### src/rtl/fb_port_arbiter.sv
// fb_port_arbiter
//   Shares one single-ported framebuffer between the scanout engine (reads
//   only) and the blender (read-modify-write with a short address lock).
//
//   Ports
//     clk, reset          : rising-edge clock, synchronous active-low reset
//     so_req/so_addr      : scanout read request and pixel number
//     so_ack/so_rdata     : one-cycle done pulse and returned {r,g,b}
//     bl_req/bl_we/...    : blender request (we=0 read, we=1 write)
//     bl_ack/bl_rdata     : blender done pulse and read data
//     bl_abort            : pulse when the read lock expires without a write
//     mem_*               : framebuffer port; mem_req held until mem_ack
//     frame_ready         : blender end-of-frame strobe
//     o_frame_ready       : pulse once the frame is committed to memory
module fb_port_arbiter (
   input  logic        clk,
   input  logic        reset,
   input  logic        so_req,
   input  logic [18:0] so_addr,
   output logic        so_ack,
   output logic [23:0] so_rdata,
   input  logic        bl_req,
   input  logic        bl_we,
   input  logic [18:0] bl_addr,
   input  logic [23:0] bl_wdata,
   output logic        bl_ack,
   output logic [23:0] bl_rdata,
   output logic        bl_abort,
   output logic        mem_req,
   output logic        mem_we,
   output logic [18:0] mem_addr,
   output logic [23:0] mem_wdata,
   input  logic        mem_ack,
   input  logic [23:0] mem_rdata,
   input  logic        frame_ready,
   output logic        o_frame_ready
);

   typedef enum logic [2:0] {IDLE, SO_ACC, BL_RD, BL_HOLD, BL_WR} state_t;

   localparam logic [3:0] STARVE_MAX = 4'd8;
   localparam logic [2:0] HOLD_LAST  = 3'd3;  // count reaches 4 on this edge

   state_t      state_q;
   logic        mem_req_q, mem_we_q;
   logic [18:0] mem_addr_q;
   logic [23:0] mem_wdata_q;
   logic        so_ack_q, bl_ack_q, bl_abort_q, fr_out_q, fr_pend_q;
   logic [23:0] so_rdata_q, bl_rdata_q;
   logic [3:0]  starve_q;
   logic [2:0]  hold_q;

   logic bl_rd, starved, ack, wr_match;

   assign bl_rd    = bl_req & ~bl_we;
   assign starved  = (starve_q == STARVE_MAX) & bl_rd;
   // acks that arrive with no request outstanding are stray and dropped
   assign ack      = mem_ack & mem_req_q;
   // mem_addr_q still holds the locked read address while in BL_HOLD
   assign wr_match = bl_req & bl_we & (bl_addr == mem_addr_q);

   always_ff @(posedge clk) begin
      if (!reset) begin
         state_q     <= IDLE;
         mem_req_q   <= 1'b0;
         mem_we_q    <= 1'b0;
         mem_addr_q  <= '0;
         mem_wdata_q <= '0;
         so_ack_q    <= 1'b0;
         bl_ack_q    <= 1'b0;
         bl_abort_q  <= 1'b0;
         fr_out_q    <= 1'b0;
         fr_pend_q   <= 1'b0;
         so_rdata_q  <= '0;
         bl_rdata_q  <= '0;
         starve_q    <= '0;
         hold_q      <= '0;
      end else begin
         so_ack_q   <= 1'b0;
         bl_ack_q   <= 1'b0;
         bl_abort_q <= 1'b0;
         fr_out_q   <= 1'b0;

         // Frame commit waits for IDLE so an open read lock or pending
         // write-back always lands before the frame is announced.
         if (fr_pend_q && state_q == IDLE) begin
            fr_out_q  <= 1'b1;
            fr_pend_q <= frame_ready;
         end else if (frame_ready) begin
            fr_pend_q <= 1'b1;
         end

         case (state_q)
            IDLE: begin
               if (so_req && !starved) begin
                  state_q     <= SO_ACC;
                  mem_req_q   <= 1'b1;
                  mem_we_q    <= 1'b0;
                  mem_addr_q  <= so_addr;
                  mem_wdata_q <= '0;
                  if (bl_rd && starve_q != STARVE_MAX)
                     starve_q <= starve_q + 4'd1;
               end else if (bl_rd) begin
                  state_q     <= BL_RD;
                  mem_req_q   <= 1'b1;
                  mem_we_q    <= 1'b0;
                  mem_addr_q  <= bl_addr;
                  mem_wdata_q <= '0;
                  starve_q    <= '0;
               end
            end
            SO_ACC: begin
               if (ack) begin
                  mem_req_q  <= 1'b0;
                  so_ack_q   <= 1'b1;
                  so_rdata_q <= mem_rdata;
                  state_q    <= IDLE;
               end
            end
            BL_RD: begin
               if (ack) begin
                  mem_req_q  <= 1'b0;
                  bl_ack_q   <= 1'b1;
                  bl_rdata_q <= mem_rdata;
                  hold_q     <= '0;
                  state_q    <= BL_HOLD;
               end
            end
            BL_HOLD: begin
               if (wr_match) begin
                  state_q     <= BL_WR;
                  mem_req_q   <= 1'b1;
                  mem_we_q    <= 1'b1;
                  mem_wdata_q <= bl_wdata;
               end else if (hold_q == HOLD_LAST) begin
                  bl_abort_q <= 1'b1;
                  state_q    <= IDLE;
               end else begin
                  hold_q <= hold_q + 3'd1;
               end
            end
            BL_WR: begin
               if (ack) begin
                  mem_req_q <= 1'b0;
                  mem_we_q  <= 1'b0;
                  bl_ack_q  <= 1'b1;
                  state_q   <= IDLE;
               end
            end
            default: state_q <= IDLE;
         endcase
      end
   end

   assign so_ack        = so_ack_q;
   assign so_rdata      = so_rdata_q;
   assign bl_ack        = bl_ack_q;
   assign bl_rdata      = bl_rdata_q;
   assign bl_abort      = bl_abort_q;
   assign mem_req       = mem_req_q;
   assign mem_we        = mem_we_q;
   assign mem_addr      = mem_addr_q;
   assign mem_wdata     = mem_wdata_q;
   assign o_frame_ready = fr_out_q;

endmodule

### config.mk
export PLATFORM = sky130hd
export DESIGN_NAME = fb_port_arbiter
export DESIGN_NICKNAME = d
export VERILOG_FILES = /design/src/rtl/fb_port_arbiter.sv
export SDC_FILE = /design/constraint.sdc
export NUM_CORES = 1
export LEC_CHECK = 0
export BUFFER_PORTS_ARGS = -buffer_cell sky130_fd_sc_hd__buf_4
export CAP_MARGIN = 10
export CORE_UTILIZATION = 44
export DETAILED_ROUTE_END_ITERATION = 12
export PLACE_DENSITY = 0.84
export SLEW_MARGIN = 20
export SYNTH_ARGS = -nofsm -noshare
export SYNTH_HDL_FRONTEND = slang
export SYNTH_SLANG_ARGS = --single-unit
### constraint.sdc
create_clock -name clk -period 1.8 [get_ports clk]
set_clock_uncertainty 0.2 [all_clocks]
set_input_delay 0.36 -clock clk [delete_from_list [all_inputs] [get_ports clk]]
set_output_delay 0.36 -clock clk [all_outputs]
set_load 0.05 [all_outputs]
==> results of run 1 <==
worst max path at each step:
stage	startpoint	to	slack [ns]	depth (start not counted)
2_1_floorplan	mem_addr[6]$_SDFFE_PN0P_	mem_wdata[6]$_SDFFE_PN0P_	-0.09	7
3_3_place_gp	bl_addr[6]	mem_wdata[7]$_SDFFE_PN0P_	-0.25	7
3_5_place_dp	bl_addr[6]	mem_wdata[15]$_SDFFE_PN0P_	-0.30	7
4_1_cts	mem_addr[2]$_SDFFE_PN0P_	mem_wdata[15]$_SDFFE_PN0P_	-0.15	6
5_1_grt	mem_addr[1]$_SDFFE_PN0P_	mem_wdata[18]$_SDFFE_PN0P_	-0.28	6
6_report	mem_addr[17]$_SDFFE_PN0P_	mem_wdata[15]$_SDFFE_PN0P_	-0.17	6
cells in the mapped netlist, types with 2 or more instances:
library cell	instances
sky130_fd_sc_hd__buf_6	4
sky130_fd_sc_hd__dfxtp_1	108
sky130_fd_sc_hd__inv_1	4
sky130_fd_sc_hd__and3_1	2
sky130_fd_sc_hd__nor2_1	28
sky130_fd_sc_hd__mux2i_1	47
sky130_fd_sc_hd__ha_1	4
sky130_fd_sc_hd__nor3_1	2
sky130_fd_sc_hd__nor3_2	2
sky130_fd_sc_hd__buf_12	2
sky130_fd_sc_hd__clkbuf_1	19
sky130_fd_sc_hd__nor4_1	11
sky130_fd_sc_hd__nand2b_1	5
sky130_fd_sc_hd__nor2b_1	2
sky130_fd_sc_hd__o21ai_1	3
sky130_fd_sc_hd__nand2_1	156
sky130_fd_sc_hd__o21a_1	3
sky130_fd_sc_hd__buf_2	12
sky130_fd_sc_hd__xor2_1	19
sky130_fd_sc_hd__o21ai_0	2
sky130_fd_sc_hd__a211oi_1	20
sky130_fd_sc_hd__or3_1	3
sky130_fd_sc_hd__buf_4	2
sky130_fd_sc_hd__a21o_1	2
sky130_fd_sc_hd__a21oi_1	60
sky130_fd_sc_hd__nand3_1	9
final cells by class:
class | instances | area (um^2) | share of cell area (%)
inverters | 5 | 18.8 | 0.273
multi-input cells | 392 | 2360 | 34.3
well taps | 136 | 170 | 2.47
repair buffers | 245 | 1920 | 27.9
flip-flops and latches | 108 | 2220 | 32.3
clock buffers | 11 | 151 | 2.20
clock inverters | 5 | 43.8 | 0.636
power breakdown:
| part | switching, mW | internal (mW) |
|---|---|---|
| clock network | 0.848 | 0.598 |
| registers | 0.0960 | 2.52 |
| logic | 0.886 | 0.623 |
| total | 1.83 | 3.74 |
per-layer routing:
metal	vias up	part of all wire, %	track usage (%)
met5	-	0	0
met4	0	2.9	8.25
met3	29	6.9	4.80
met2	236	49	40.4
met1	2164	41	25.3
li1	2264	-	-
kinds of logic after synthesis:
| group | Yosys count | synth area share [%] |
|---|---|---|
| multiplexers | 47 | 10.1 |
| AO/OA/AOI/OAI | 96 | 12.1 |
| XOR/XNOR | 20 | 3.77 |
| AND/OR/NAND/NOR | 225 | 20.9 |
| flip-flops | 108 | 46.6 |
| adder cells (fa/ha/maj) | 4 | 1.08 |
| buffers and inverters | 44 | 5.39 |
worst reg2reg max path: cells and delay by family, from the launching register on:
kind	cells	cell delay, ns
XOR/XNOR	1	0.19
buffers and inverters	1	0.24
flip-flops	1	0.36
multiplexers	1	0.22
AND/OR/NAND/NOR	3	0.68
flip-flops by register name, summed over array words and instances, names as in the netlist:
register       cells
bl_rdata          24
mem_wdata         24
so_rdata          24
mem_addr          19
starve_q           4
hold_q             3
state_q            3
bl_abort           1
bl_ack             1
fr_pend_q          1
mem_req            1
mem_we             1
o_frame_ready      1
so_ack             1
timing repair:
item,in CTS,in global routing
buffers inserted,0,3
cloned,0,2
pin swaps,3,21
setup endpoints to repair,38,52
gates resized for setup,8,29
hold endpoints to repair,1,0
hold buffers,1,0
stage by stage:
stage / total power [mW] / util, % / hold slack (ns) / area, um^2
after floorplan: 3.47 / - / 0.243 / 4710
after global placement: 4.03 / 63.2 / 0.238 / 6490
after detailed placement: 4.07 / 63.2 / 0.245 / 6490
after CTS: 5.54 / 65.5 / 0.0134 / 6740
after global routing: 5.79 / 67.0 / 0.0201 / 6880
final: 5.57 / 67.0 / 0.0351 / 6880
==> flow_summary.toml, run 1 <==
[timing]
final_max_slew_viol_count = 0
relSlewSlack_pct = 75.0
max_slew.worst_pin.slew_ns = 0.374
fin_crit_ns = 1.97
setup_viol_count_final = 32
post-route-worst-setup-slack_ns = -0.169
setup_repair_after_global_routing_missed_its_margin = "true"
max_freq_mhz = 508
layout_worst_path_cycle_share_pct = 109
timing.final.hold_violations = 0
timing.setup.tns_ns = -4.10

[place]
dp.final_hpwl_mm = 9.33
post-place-cells = 880
gp_congestion = 0.872
detailedPlace.worstSlack_ns = -0.296
count_of_input_and_output_buffers = 189

[detailed_routing]
routed_wire_length_mm = 13.2
via_count = 4693
drt_first_iter_violations = 248
route.detailed.drc = 0
routedWlPerCell_um = 14.6
firstDrtPassIters = 5
detail-route-antenna-nets = 0
viasPerCell = 5.20

[worst_setup_path]
path_cells = "xor2_1, nor4_1, nand2_1, nor4_4, buf_12, mux2i_1"
crit_slowest_cell = "sky130_fd_sc_hd__dfxtp_4"
slowest_stage_delay_on_critical_path_ns = 0.36
setup.reg_to_reg.worst_slack_ns = -0.17
crit-reg2reg-launch = "mem_addr[17]$_SDFFE_PN0P_"
worstPathRequired_ns = 1.90
worst-r2r-cell-count = 6
crit_path_max_fanout = 26
worstSetupPathType = "reg2reg"
cp_data_arrival_time_ns = 2.07
worst_setup_path_end_kind = "flip-flop"
critical-path-top-delay-family = "simple AND/OR/NAND/NOR gates"
worstSetupStartpointType = "flip-flop"
regToRegEndpoint = "mem_wdata[15]$_SDFFE_PN0P_"
cp_num_buf_inv = 1

[status]
failed_checks = "negative setup slack"
run_status = "finished, violations left"

[die]
chipHeight_um = 105
die_x_um = 105
floorplan.initialDensity_pct = 45.2
ios = 190
core_area_um2 = 10300
die_area_um2 = 11000
row_count = 37

[synth]
synth_top_cells_by_area = "sky130_fd_sc_hd__dfxtp_1 47%, sky130_fd_sc_hd__nand2_1 13%, sky130_fd_sc_hd__mux2i_1 10%, sky130_fd_sc_hd__a21oi_1 6.5%, sky130_fd_sc_hd__xor2_1 3.6%"
sequential_area_share_after_synthesis_pct = 46.6
synth.distinct_cells = 39
synth.largest_area_cell = "sky130_fd_sc_hd__dfxtp_1"
synthFlopType = "sky130_fd_sc_hd__dfxtp_1"
post_synth_instance_area_um2 = 4640
synthesis.yosys.warnings = 0
synth_enable_flop_cells = 0
synth.top_cell.area_share_pct = 46.6
synth_register_bits = 108
post_synthesis_area_per_instance_um2 = 8.53
mappedNetlistNets = 641
synthesis.instances = 544
async_reset_ff_share_pct = 0

[final_layout]
synthToLayoutAreaGrowth_pct = 48.3
diodes = 0
commonest_cells_after_routing_fill_and_taps_aside = "233 x sky130_fd_sc_hd__buf_4, 154 x sky130_fd_sc_hd__nand2_1, 85 x sky130_fd_sc_hd__dfxtp_1"
final_layout_size_suffix_gt1_share_pct = 40.5
layout.filler_cells = 806
fin_nets = 858
layout.cells.non_filler = 902
most_frequent_standard_cell_in_the_layout_excluding_fill_and_tap_cells = "sky130_fd_sc_hd__buf_4"

[pwr]
p_leak_nw = 2.98
vdd.ir_drop.worst_uv = 437
power.density_nw_per_um2 = 809

[global_route]
grt_antenna_before_repair = 0
maximum_number_of_pins_on_one_net_before_global_route_repair = 36
grt_first_pass_wirelength_mm = 19.9
track_usage_pct = 22.2
gr-total-overflow = 0
vias_in_the_first_global_route = 4382

[worst_hold_path]
hold_path_end = "so_rdata[10]$_SDFFE_PN0P_"
holdCritPathClass = "in2reg"
worstHoldStart = "mem_rdata[10]"
timing.hold.worst_path_depth = 3

[clock_tree]
clock_sink_count = 108
cts.reportedPaths.clkPinSlew_ns = 0.11
clock_tree_root_driver_cell = "sky130_fd_sc_hd__clkbuf_8"
worst_skew_pair.late_latency_ns = 0.36
tritoncts = "built"
cts_max_level = 3
tritoncts.num_buffers = 9
number_of_buffers_on_the_longest_clock_path = 2

[job]
cap_viol_max_count = 0
Power figures use the tool's default switching activity.
==> run 2: changes to the inputs <==
--- a/config.mk
+++ b/config.mk
@@ -7,8 +7,10 @@
 export LEC_CHECK = 0
 export BUFFER_PORTS_ARGS = -buffer_cell sky130_fd_sc_hd__buf_4
 export CAP_MARGIN = 10
+export CORE_MARGIN = 8
 export CORE_UTILIZATION = 44
 export DETAILED_ROUTE_END_ITERATION = 12
+export MAX_ROUTING_LAYER = met4
 export PLACE_DENSITY = 0.84
 export SLEW_MARGIN = 20
 export SYNTH_ARGS = -nofsm -noshare
==> flow_summary.toml, run 2 (synthesized netlist as in run 1, its figures left out) <==
[status]
run_status = "finished, violations left"
failed_checks = "negative setup slack"

[clock_tree]
clock_sink_count = 108
clock_tree_root_driver_cell = "sky130_fd_sc_hd__clkbuf_8"
tritoncts = "built"
worst_skew_pair.late_latency_ns = 0.37
tritoncts.num_buffers = 9
cts_max_level = 3
cts_hold_buffers = 0
number_of_buffers_on_the_longest_clock_path = 2
cts.reportedPaths.clkPinSlew_ns = 0.10

[timing]
timing.setup.tns_ns = -5.71
setup_repair_after_global_routing_missed_its_margin = "true"
max_slew.worst_pin.slew_ns = 0.381
layout_worst_path_cycle_share_pct = 112
hold_slack_ns = 0.0155
final_max_slew_viol_count = 0
post-route-worst-setup-slack_ns = -0.219
setup_viol_count_final = 33
fin_crit_ns = 2.02
relSlewSlack_pct = 74.4
max_freq_mhz = 495
timing.final.hold_violations = 0

[final_layout]
synthToLayoutAreaGrowth_pct = 51.3
final_layout_size_suffix_gt1_share_pct = 41.4
fin_nets = 863
most_frequent_standard_cell_in_the_layout_excluding_fill_and_tap_cells = "sky130_fd_sc_hd__buf_4"
commonest_cells_after_routing_fill_and_taps_aside = "234 x sky130_fd_sc_hd__buf_4, 154 x sky130_fd_sc_hd__nand2_1, 83 x sky130_fd_sc_hd__dfxtp_1"
diodes = 0

[pwr]
netSwitchingFraction_pct = 33.4
power_switching_mw = 1.86
power.sequential.fraction_pct = 47.0
clock_power_share_pct = 25.2
comb_power_share_pct = 27.8
vdd.ir_drop.worst_uv = 684
power.density_nw_per_um2 = 795
p_leak_nw = 3.03
power.internal_mw = 3.72

[worst_setup_path]
worst_setup_path_end_kind = "flip-flop"
worstSetupStartpointType = "flip-flop"
crit_slowest_cell = "sky130_fd_sc_hd__dfxtp_4"
worstSetupPathType = "reg2reg"
crit_path_max_fanout = 7
worstPathRequired_ns = 1.90
path_cells = "xor2_1, nor4_1, nand3_1, nor4_4, buf_6, buf_12, mux2i_1"
slowest_stage_delay_on_critical_path_ns = 0.36
cp_data_arrival_time_ns = 2.12

[place]
dp.final_hpwl_mm = 10.8
gp_congestion = 0.858
count_of_input_and_output_buffers = 189

[die]
row_count = 37
die_area_um2 = 14100
die_x_um = 119
ios = 190
chipHeight_um = 119
floorplan.initialDensity_pct = 45.2
core_area_um2 = 10300

[detailed_routing]
firstDrtPassIters = 5
detail-route-antenna-nets = 0
via_count = 4710
drt_first_iter_violations = 322
viasPerCell = 5.19
routed_wire_length_mm = 15.3
route.detailed.drc = 0
routedWlPerCell_um = 16.9

[global_route]
grt.met1_usage_pct = 23.5
grt_first_pass_wirelength_mm = 23.0
vias_in_the_first_global_route = 4863
global_route.peak_usage_layer = "met2"
gr-total-overflow = 0
grt.met3_usage_pct = 4.81
groute.layer.met2.usage_pct = 32.2
grt_antenna_before_repair = 0
track_usage_pct = 20.0
maximum_number_of_pins_on_one_net_before_global_route_repair = 33

[worst_hold_path]
holdCritPathClass = "in2reg"

[job]
cap_viol_max_count = 0
[run 2: routing by layer]
layer / part of all wire [%] / vias to the layer above
li1: - / 2262
met1: 42 / 2170
met2: 48 / 248
met3: 7.3 / 30
met4: 2.2 / 0
met5: 0 / -
[run 2: stage by stage]
step | cell area (um^2) | cells | util (%) | setup WS [ns] | total power [mW]
floorplan | 4710 | 544 | - | -0.0929 | 3.47
finish | 7020 | 907 | 68.3 | -0.219 | 5.58
detailed placement | 6530 | 882 | 63.6 | -0.316 | 4.09
global route | 7020 | 907 | 68.3 | -0.283 | 5.80
global placement | 6530 | 882 | 63.6 | -0.265 | 4.05
CTS | 6800 | 902 | 66.1 | -0.196 | 5.50
[run 2: layout make-up]
| type | instances | area (um^2) |
|---|---|---|
| clock buffers | 10 | 138 |
| clock inverters | 6 | 46.3 |
| fillers | 773 | 3250 |
| inverters | 5 | 18.8 |
| multi-input cells | 392 | 2380 |
| flip-flops and latches | 108 | 2220 |
| well taps | 136 | 170 |
| repair buffers | 250 | 2050 |
[run 2: worst paths after layout]
kind | start | slack (ns) | end | cells past startpoint
setup / recovery | mem_addr[0]$_SDFFE_PN0P_ | -0.22 | mem_wdata[8]$_SDFFE_PN0P_ | 7
hold / removal | frame_ready | 0.02 | fr_pend_q$_SDFFE_PN0P_ | 3
setup reg to reg | mem_addr[0]$_SDFFE_PN0P_ | -0.22 | mem_wdata[8]$_SDFFE_PN0P_ | 7
hold reg to reg | bl_rdata[0]$_SDFFE_PN0P_ | 0.26 | bl_rdata[0]$_SDFFE_PN0P_ | 2
[run 2: power by group through the flow]
stage | registers (mW) | logic (mW) | clock network (mW)
global route | 2.64 | 1.64 | 1.52
global placement | 2.65 | 1.40 | 0
finish | 2.62 | 1.55 | 1.41
detailed placement | 2.66 | 1.43 | 0
CTS | 2.61 | 1.45 | 1.43
floorplan | 2.99 | 0.478 | 0
[run 2: repair_timing]
action | 4_1_cts | 5_1_grt
setup endpoints to repair | 33 | 78
pin swaps | 0 | 17
gates resized for setup | 6 | 29
cloned | 2 | 4
setup buffers | 2 | 1
[run 2: worst max-delay path: cells and delay by family, from the launching register on]
family | cells | cell delay [ns]
simple gates | 3 | 0.67
buf+inv | 2 | 0.32
flops | 1 | 0.36
mux | 1 | 0.20
xor+xnor | 1 | 0.19
==> run 3: changes to the inputs <==
--- a/config.mk
+++ b/config.mk
@@ -12,6 +12,7 @@
 export DETAILED_ROUTE_END_ITERATION = 12
 export MAX_ROUTING_LAYER = met4
 export PLACE_DENSITY = 0.84
+export RECOVER_POWER = 100
 export SLEW_MARGIN = 20
 export SYNTH_ARGS = -nofsm -noshare
 export SYNTH_HDL_FRONTEND = slang
==> flow_summary.toml, run 3 (synthesized netlist as in run 1, its figures left out) <==
[status]
run_status = "finished, violations left"
failed_checks = "negative setup slack"

[detailed_routing]
dr_wl_met3_mm = 1.06
route.detailed.drc = 0
detail-route-antenna-nets = 0
routedWlPerCell_um = 16.9
drt_first_iter_violations = 335
routed_wire_length_mm = 15.3
detail_route.wirelength.met1_mm = 6.61
firstDrtPassIters = 5
viasPerCell = 5.21
dr_wl_met2_mm = 7.29
maxUsedRoutingLayer = "met4"
via_count = 4721

[global_route]
grt_antenna_before_repair = 0
gr-total-overflow = 0
vias_in_the_first_global_route = 4863
maximum_number_of_pins_on_one_net_before_global_route_repair = 33
grt_first_pass_wirelength_mm = 23.0
track_usage_pct = 20.0

[timing]
hold_slack_ns = 0.0152
max_freq_mhz = 494
setup_viol_count_final = 34
relSlewSlack_pct = 74.2
setup_repair_after_global_routing_missed_its_margin = "true"
final_max_slew_viol_count = 0
timing.setup.tns_ns = -5.89
max_slew.worst_pin.slew_ns = 0.384
post-route-worst-setup-slack_ns = -0.225
fin_crit_ns = 2.02
layout_worst_path_cycle_share_pct = 112
timing.final.hold_violations = 0

[worst_setup_path]
path_cells = "xor2_1, nor4_2, nand2_1, nor4_4, buf_6, buf_12, mux2i_1"
crit_slowest_cell = "sky130_fd_sc_hd__dfxtp_4"
critical-path-top-delay-family = "simple AND/OR/NAND/NOR gates"
worstSetupPathType = "reg2reg"
slowest_stage_delay_on_critical_path_ns = 0.36
cp_num_buf_inv = 2
cp_data_arrival_time_ns = 2.13
worst_setup_path_end_kind = "flip-flop"
worstSetupStartpointType = "flip-flop"
worstPathRequired_ns = 1.90
crit_path_max_fanout = 7

[place]
post-place-cells = 882
detailedPlace.worstSlack_ns = -0.316
count_of_input_and_output_buffers = 189
gp_congestion = 0.858
dp.final_hpwl_mm = 10.8

[clock_tree]
number_of_buffers_on_the_longest_clock_path = 2
clock_sink_count = 108
tritoncts.num_buffers = 9
tritoncts = "built"
clock_tree_root_driver_cell = "sky130_fd_sc_hd__clkbuf_8"
cts.reportedPaths.clkPinSlew_ns = 0.10
cts_max_level = 3
cts_hold_buffers = 0
worst_skew_pair.late_latency_ns = 0.37

[final_layout]
final_layout_size_suffix_gt1_share_pct = 41.2
fin_nets = 863
layout.filler_cells = 774
multi_input_comb_area_um2 = 2370
synthToLayoutAreaGrowth_pct = 51.2
layout.cells.non_filler = 907
most_frequent_standard_cell_in_the_layout_excluding_fill_and_tap_cells = "sky130_fd_sc_hd__buf_4"
commonest_cells_after_routing_fill_and_taps_aside = "234 x sky130_fd_sc_hd__buf_4, 154 x sky130_fd_sc_hd__nand2_1, 83 x sky130_fd_sc_hd__dfxtp_1"
diodes = 0
seq_area_um2 = 2220

[worst_hold_path]
holdCritPathClass = "in2reg"

[pwr]
vdd.ir_drop.worst_uv = 683
post-layout-total-power_mw = 5.58
p_leak_nw = 3.03
power.density_nw_per_um2 = 795

[die]
row_count = 37
chipHeight_um = 119
floorplan.initialDensity_pct = 45.2
core_area_um2 = 10300
die_area_um2 = 14100
ios = 190
die_x_um = 119

[job]
cap_viol_max_count = 0
[run 3: cell counts in the layout (fill, tap and decap cells not counted)]
Identical to the previous run, type by type.
[run 3: per-layer routing]
layer,global-route usage [%],vias to the layer above
li1,-,2264
met1,23.5,2179
met2,32.2,250
met3,4.81,28
met4,8.14,0
met5,-,-
[run 3: worst register-to-register path, delay by kind of cell, from the launching register on]
| family | cells | cell delay [ns] |
|---|---|---|
| muxes | 1 | 0.21 |
| and+or+nand+nor | 3 | 0.66 |
| DFF | 1 | 0.36 |
| xor gates and xnor gates | 1 | 0.20 |
| buffers and inverters | 2 | 0.32 |
[run 3: repair_timing]
action                     4_1_cts  5_1_grt
setup buffers                    2        1
cloned                           2        4
gates resized for setup          6       29
pin swaps                        0       17
setup endpoints to repair       33       78
[run 3: final cells by class]
class	count	share of cell area, %
clock buffers	10	1.96
clock inverters	6	0.660
inverters	5	0.267
multi-input cells	392	33.8
flip-flops and latches	108	31.7
well taps	136	2.42
repair buffers	250	29.2
[run 3: final timing paths]
path                                                start                   endpoint  slack, ns  depth (start not counted)
worst max-delay path            mem_addr[17]$_SDFFE_PN0P_  mem_wdata[8]$_SDFFE_PN0P_      -0.22                          7
worst min register to register   bl_rdata[0]$_SDFFE_PN0P_   bl_rdata[0]$_SDFFE_PN0P_       0.26                          2
worst max register to register  mem_addr[17]$_SDFFE_PN0P_  mem_wdata[8]$_SDFFE_PN0P_      -0.22                          7
worst min-delay path                          frame_ready     fr_pend_q$_SDFFE_PN0P_       0.02                          3
[run 3: through the flow]
| stage | area [um^2] | utilization (%) |
|---|---|---|
| after floorplan | 4710 | - |
| after global placement | 6530 | 63.6 |
| after detailed placement | 6530 | 63.6 |
| after CTS | 6800 | 66.1 |
| after global routing | 7020 | 68.3 |
| final | 7020 | 68.3 |
[run 3: report_power, final]
group	switching, mW	total [mW]	internal, mW
Sequential	0.102	2.62	2.52
Clock	0.852	1.41	0.554
Combinational	0.909	1.55	0.642
